## src/rtl/serial_adder.sv

```systemverilog
// serial_adder: multi-cycle ripple adder, adds DIGIT bits per clock through one
// shared full-adder slice behind a start/busy/done handshake.
module serial_adder #(
  parameter int WIDTH = 8,
  parameter int DIGIT = 1
) (
  input  logic             clk,
  input  logic             rst_n,
  input  logic             start,
  input  logic [WIDTH-1:0] data_a,
  input  logic [WIDTH-1:0] data_b,
  input  logic             cin,
  output logic             busy,
  output logic             done,
  output logic [WIDTH-1:0] sum,
  output logic             cout,
  output logic             overflow
);
  localparam int N = WIDTH / DIGIT;
  localparam int CW = $clog2(N + 1);
  localparam logic [CW-1:0] LAST = CW'(N - 1);
  typedef enum logic [1:0] {IDLE, RUN, DONE} state_t;
  state_t           r_state, w_next;
  logic [WIDTH-1:0] r_a, r_b, r_acc, w_acc;
  logic             r_c;
  logic [CW-1:0]    r_cnt;
  logic [DIGIT:0]   w_slice;
  logic             w_load, w_last, w_cmsb;
  assign w_slice = {1'b0, r_a[DIGIT-1:0]} + {1'b0, r_b[DIGIT-1:0]} + {{DIGIT{1'b0}}, r_c};
  // carry into the slice MSB recovered from its sum bit and operand bits
  assign w_cmsb  = w_slice[DIGIT-1] ^ r_a[DIGIT-1] ^ r_b[DIGIT-1];
  assign w_acc   = (r_acc >> DIGIT) | (WIDTH'(w_slice[DIGIT-1:0]) << (WIDTH - DIGIT));
  assign busy    = (r_state == RUN);
  assign done    = (r_state == DONE);
  always_comb begin
    w_last = (r_state == RUN) && (r_cnt == LAST);
    w_load = (r_state != RUN) && start;
    w_next = w_load ? RUN : w_last ? DONE : (r_state == RUN) ? RUN : IDLE;
  end
  always_ff @(posedge clk or negedge rst_n) begin
    if (!rst_n) begin
      r_state  <= IDLE;
      r_a      <= '0;
      r_b      <= '0;
      r_c      <= 1'b0;
      r_acc    <= '0;
      r_cnt    <= '0;
      sum      <= '0;
      cout     <= 1'b0;
      overflow <= 1'b0;
    end else begin
      r_state <= w_next;
      if (w_load) begin
        r_a   <= data_a;
        r_b   <= data_b;
        r_c   <= cin;
        r_cnt <= '0;
      end else if (r_state == RUN) begin
        r_a   <= r_a >> DIGIT;
        r_b   <= r_b >> DIGIT;
        r_c   <= w_slice[DIGIT];
        r_acc <= w_acc;
        r_cnt <= r_cnt + CW'(1);
      end
      if (w_last) begin
        sum      <= w_acc;
        cout     <= w_slice[DIGIT];
        overflow <= w_cmsb ^ w_slice[DIGIT];
      end
    end
  end
endmodule

```

## config.mk

```make
export PLATFORM = sky130hd
export DESIGN_NAME = serial_adder
export DESIGN_NICKNAME = d
export VERILOG_FILES = /design/src/rtl/serial_adder.sv
export SDC_FILE = /design/constraint.sdc
export NUM_CORES = 1
export LEC_CHECK = 0
export CAP_MARGIN = 20
export CORE_MARGIN = 2
export CORE_UTILIZATION = 40
export CTS_BUF_LIST = sky130_fd_sc_hd__clkbuf_4 sky130_fd_sc_hd__clkbuf_8 sky130_fd_sc_hd__clkbuf_16
export DETAILED_ROUTE_END_ITERATION = 16
export MAX_ROUTING_LAYER = met4
export PLACE_DENSITY = 0.69
export SLEW_MARGIN = 20
export SYNTH_ARGS = -nofsm -noshare
export SYNTH_HDL_FRONTEND = slang
export SYNTH_SLANG_ARGS = --single-unit
export TNS_END_PERCENT = 1
```

## constraint.sdc

```tcl
create_clock -name clk -period 2.05 [get_ports clk]
set_clock_uncertainty 0.05 [all_clocks]
set_input_delay 0.615 -clock clk [delete_from_list [all_inputs] [get_ports clk]]
set_output_delay 0.615 -clock clk [all_outputs]
set_load 0.005 [all_outputs]
```

==> Word level (Yosys, flattened, before mapping) <==
Cells that the tools add are included.
{ "op_classes": {"n_addsub": 3, "eq_ne": 4, "muxes": 11, "bitwise_logic": 5, "n_reduce_logical": 4} }
{ "op_table": {"columns": ["operator", "n"], "rows": [
  ["$mux W8", 4],
  ["$mux W4", 2],
  ["$or A7 B8 Y8", 1],
  ["$add A4 B1 Y4 const B", 1],
  ["$eq A4 B3 Y1 const B", 1],
  ["$mux W2", 2],
  ["$mux W1", 3],
  ["$xor A1 B1 Y1", 3],
  ["$add A1 B1 Y2", 1],
  ["$add A2 B1 Y2", 1],
  ["$eq A2 B1 Y1 const B", 1],
  ["$eq A2 B2 Y1 const B", 1],
  ["$logic_and A1 B1 Y1", 2],
  ["$ne A2 B1 Y1 const B", 1],
  ["$reduce_and A2 Y1", 1],
  ["$reduce_bool A2 Y1", 1],
  ["$not A1 Y1", 1]
]} }
{ "totals": {"regBits": 41, "in_bits": 20, "out_inout_bits": 12} }

==> Depth between registers and ports, before layout <==
{ "depth": {"word_depth": 5, "mapped_depth": 5, "depth_no_buf": 4} }

==> Worst setup path after synthesis <==
No wires, ideal clock.
{ "synth_timing": {"path_type": "register to register", "start": "register r_a[0]", "end": "register overflow", "arrival_time_ns": 1.435, "t_required_ns": 1.875, "setup_slack_ns": 0.440, "stages_incl_launch_ff": 5, "path_buffers": 0, "synth_period_minus_slack_ns": 1.610, "path_cell_list": "dfrtp_1 -> fa_1 -> xnor2_1 -> xnor2_1 -> mux2_4"} }
{ "synth_via": {"elab_chain_len": 5} }
{ "synth_rtl": {"columns": ["item", "line", "source"], "rows": [
  ["from (decl)", "24", "logic [WIDTH-1:0] r_a, r_b, r_acc, w_acc;"],
  ["from (signal assigned)", "54", "r_a <= data_a;"],
  ["from (signal assigned)", "59", "r_a <= r_a >> DIGIT;"],
  ["$add A1 B1 Y2", "29", "assign w_slice = {1'b0, r_a[DIGIT-1:0]} + {1'b0, r_b[DIGIT-1:0]} + {{DIGIT{1'b0}}, r_c};"],
  ["$add A2 B1 Y2", "29", null],
  ["$xor A1 B1 Y1 (2 in series)", "31", "assign w_cmsb = w_slice[DIGIT-1] ^ r_a[DIGIT-1] ^ r_b[DIGIT-1];"],
  ["$xor A1 B1 Y1 *", "68", "overflow <= w_cmsb ^ w_slice[DIGIT];"],
  ["to (signal assigned)", "68", null],
  ["to (decl)", "17", "output logic overflow"]
]} }
Mark *: on every way between the ends. The rest lies on a longest branch, timed or not.
A chain may end at the register's enable or synchronous reset.

==> Final worst setup path <==
{ "layout_timing": {"start": "register sum[3]", "end": "output sum[3]"} }
{ "layout_rtl": {"columns": ["item", "line", "source"], "rows": [
  ["from (decl)", "15", "output logic [WIDTH-1:0] sum,"],
  ["from (signal assigned)", "66", "sum <= w_acc;"]
]} }
No word-level cell between the ends.

==> results.txt <==
The path category of the worst min-delay check is input port to async pin. The number of max-slew violations in the final report is 0. The residual DRC count is 0. The cell area after technology mapping came out at 1765 um^2. Across the run, the number of max-cap violations was 0. The final routed wire length divided by cell count is 13.47 um. For this run, the slowest stage of the critical path takes 0.50 ns. The worst setup path is launched from a flip-flop. The wire length of the first global-routing pass is 5.285 mm. The net count reported at finish is 190.

The share of flip-flops with an asynchronous set or reset after synthesis came out at 100.0%. By startpoint and endpoint, the worst setup path is classified as flip-flop to output pin. The number of synthesized register bits came out at 40. The final global-route overflow total came out at 0.

The shortest clock period the worst path allows after layout came out at 1.818 ns. The cell count of the worst reg-to-reg path came out at 4. Walking the worst path, the cells encountered are clkdlybuf4s50_1. sky130_fd_sc_hd__dfrtp_1 takes more of the synthesized area than any other cell. The clock tree from TritonCTS is built.

The core area is 4294 um^2. The top-level I/O count came out at 32. After synthesis, the cell types taking the most area are sky130_fd_sc_hd__dfrtp_1 57%, sky130_fd_sc_hd__mux2i_1 10%, sky130_fd_sc_hd__mux2_2 7.0%, sky130_fd_sc_hd__mux2_4 6.8%, sky130_fd_sc_hd__o21ai_0 4.5%. The endpoint kind of the worst setup timing path is an output pin. The congestion estimate from routability-driven global placement came to 0.7319. The worst reg2reg path endpoint is overflow.

The via count of the first global-routing pass came out at 1,130. The power per unit of standard cell area is 1412 nW/um^2. The via density per instance is 4.900. The reg-to-reg critical path startpoint is r_a[0]. The flow ran to the end, and the final reports show no timing, DRC or antenna violations.

The count of distinct cell types in the synthesized netlist came out at 21. The synthesis-to-layout area growth came out at 26.65%. The die area is 4961 um^2. The H-tree was split into 2 levels.

The total detailed-routing wirelength came out at 2.977 mm. The number of failing setup endpoints in the final timing report is 0. For this run, the detailed router's first-pass iteration total came to 4. The part of the Yosys area used for sequential elements is 56.70%.

The maximum number of pins on one net before global-route repair came out at 48. Together, buffers and inverters on the worst path number 1. Counting along the longest clock path gives a buffer depth of 2. Of the available clock period, the critical path in the final layout requires 88.68%. The die boundary height came out at 70.44 um. The count of nets left with antenna violations once routing finished came out at 0. After floorplanning, the core was divided into 24 placement rows. The clock buffer count from CTS came out at 5. The number of endpoints with negative hold slack in the final report came to 0. The count of filler cells inserted in the layout is 375.

The setup slack of the worst register-to-register path is 0.39 ns. Cells fill 52.07% of the core in the end. The clock transition at the register clock pins on the worst setup and hold paths after CTS came out at 0.07 ns.

The ratio of cells with drive above 1 in the final layout is 20.12%. In this design, the largest share of critical-path delay is due to buffers and inverters. The clock insertion delay at the later pin of the skew report is 0.29 ns. The first-iteration detailed-routing DRC count came out at 54. The hold buffer count at CTS came out at 0. Synthesis produced a netlist with a net count of 157. The measured slew at the worst slew-check pin came out at 0.4620 ns. In this run, synthesis inferred 0 flip-flops with an integrated enable.

The mean instance size in the synthesized netlist came out at 13.08 um^2. Input and output buffers added on the ports amount to 31. In this run the worst path has a maximum fanout of 2. For this design, the slowest cell found on the critical path is sky130_fd_sc_hd__clkdlybuf4s50_1. Setup repair after global routing left no endpoint under its margin. The root buffer cell chosen for the clock tree is sky130_fd_sc_hd__clkbuf_8. Summed over its instances, the top area cell type makes up 56.70% of the synthesized netlist area.

Among all flip-flop cells after synthesis, the most frequent one is sky130_fd_sc_hd__dfrtp_1. The total track usage is 14.21%. The horizontal die dimension came out at 70.44 um.

The peak ir drop on the vdd network is 584.4 uV. The total negative setup slack is 0 ns. The analysis attributes to cell leakage a power of 1.042 nW. The number of cells produced by synthesis came out at 135. The number of diodes added for antenna fixing is 0. The worst slew margin relative to its limit came out at 69.20%.

Summing over every cut layer, the via total after detailed routing is 1,083. The Yosys warning count came out at 0. The data required time of the worst path is 1.38 ns. The path length in cells of the critical path is 1. The HPWL after detailed placement came out at 2.074 mm.

The data arrival time of the worst path came out at 1.15 ns. CTS saw 40 sinks. The initial antenna violation count is 0.

The highest attainable clock frequency is 550.1 MHz. For this configuration, the core starts out at a cell density of 41.11%.
[routing by layer]
layer	GRT usage (%)	share of wire, %	vias to the layer above
met5	-	0	-
met2	22.12	45	37
met4	4.487	1.7	0
met3	5.772	5.7	7
li1	-	-	525
met1	16.90	47	514
[through the flow]
stage / setup WS, ns / hold WS (ns) / cell area (um^2) / instances / power [mW]
3_3_place_gp: 0.1913 / 0.4058 / 2130 / 213 / 2.573
3_5_place_dp: 0.1053 / 0.4204 / 2130 / 213 / 2.642
4_1_cts: 0.02021 / 0.2228 / 2228 / 221 / 3.201
5_1_grt: 0.1636 / 0.2378 / 2236 / 221 / 3.419
2_1_floorplan: 0.4403 / 0.2694 / 1765 / 135 / 2.230
6_report: 0.2322 / 0.2191 / 2236 / 221 / 3.157
[registers in the layout, summed over array words and instances, names as in the netlist]
name      count
cout          1
overflow      1
r_a           8
r_acc         7
r_b           8
r_c           1
r_cnt         4
r_state       2
sum           8
[synthesized netlist by cell type, types with 3 or more instances]
| cell type | count |
|---|---|
| sky130_fd_sc_hd__dfrtp_1 | 40 |
| sky130_fd_sc_hd__mux2_4 | 8 |
| sky130_fd_sc_hd__o21ai_0 | 16 |
| sky130_fd_sc_hd__mux2i_1 | 18 |
| sky130_fd_sc_hd__nand2_1 | 17 |
| sky130_fd_sc_hd__xnor2_1 | 3 |
| sky130_fd_sc_hd__buf_2 | 6 |
| sky130_fd_sc_hd__nor2_1 | 4 |
| sky130_fd_sc_hd__mux2_2 | 11 |
[what timing repair did]
| item | 4_1_cts | 5_1_grt |
|---|---|---|
| resized for setup | 2 | 2 |
| setup endpoints to repair | 2 | 1 |
| pin swaps | 0 | 0 |
| buffers inserted | 0 | 0 |
[logic make-up after synthesis]
logic type / share of synthesized area (%)
flops: 56.70
mux: 24.03
simple gates: 7.441
compound gates: 4.961
buf+inv: 3.047
xor+xnor: 1.985
fa+ha+maj: 1.843
[report_power, final]
part	switching (mW)	internal, mW	total [mW]
logic	0.489	0.740	1.23
clock network	0.255	0.301	0.556
registers	0.227	1.15	1.37
[worst max-delay path by stage]
stage | endpoint | startpoint | slack (ns)
after global placement | r_b[3] | start | 0.19
after CTS | done | r_state[1] | 0.02
final | sum[3] | sum[3] | 0.23
after detailed placement | r_a[5] | start | 0.11
after floorplan | overflow | r_a[0] | 0.44
after global routing | busy | r_state[0] | 0.16
[cell usage in the layout (no fill, tap or decap)]
cell and n:
sky130_fd_sc_hd__clkdlybuf4s50_1 28, sky130_fd_sc_hd__dlymetal6s2s_1 1, sky130_fd_sc_hd__ha_1 1, sky130_fd_sc_hd__clkbuf_8 6, sky130_fd_sc_hd__mux2_2 11, sky130_fd_sc_hd__buf_2 1, sky130_fd_sc_hd__buf_4 1, sky130_fd_sc_hd__xor2_1 1
sky130_fd_sc_hd__nor2_1 4, sky130_fd_sc_hd__dlygate4sd2_1 1, sky130_fd_sc_hd__mux2i_1 18, sky130_fd_sc_hd__xnor2_1 3, sky130_fd_sc_hd__nor2b_4 2, sky130_fd_sc_hd__nor3b_1 1, sky130_fd_sc_hd__nand2_1 17, sky130_fd_sc_hd__mux2_4 8
sky130_fd_sc_hd__nand2b_1 1, sky130_fd_sc_hd__and4b_4 1, sky130_fd_sc_hd__nand3_1 1, sky130_fd_sc_hd__o21ai_0 16, sky130_fd_sc_hd__a21o_1 1, sky130_fd_sc_hd__buf_12 2, sky130_fd_sc_hd__dfrtp_1 40, sky130_fd_sc_hd__fa_1 1
sky130_fd_sc_hd__clkbuf_4 2
[final cells by class]
| class | count | area, um^2 | area share (%) |
|---|---|---|---|
| clock buffers | 8 | 97.59 | 4.365 |
| multi-input cells | 87 | 718.2 | 32.12 |
| flip-flops and latches | 40 | 1001 | 44.77 |
| well taps | 52 | 65.06 | 2.910 |
| repair buffers | 34 | 354.1 | 15.84 |
No activity file was read; power rests on OpenSTA's default activity.
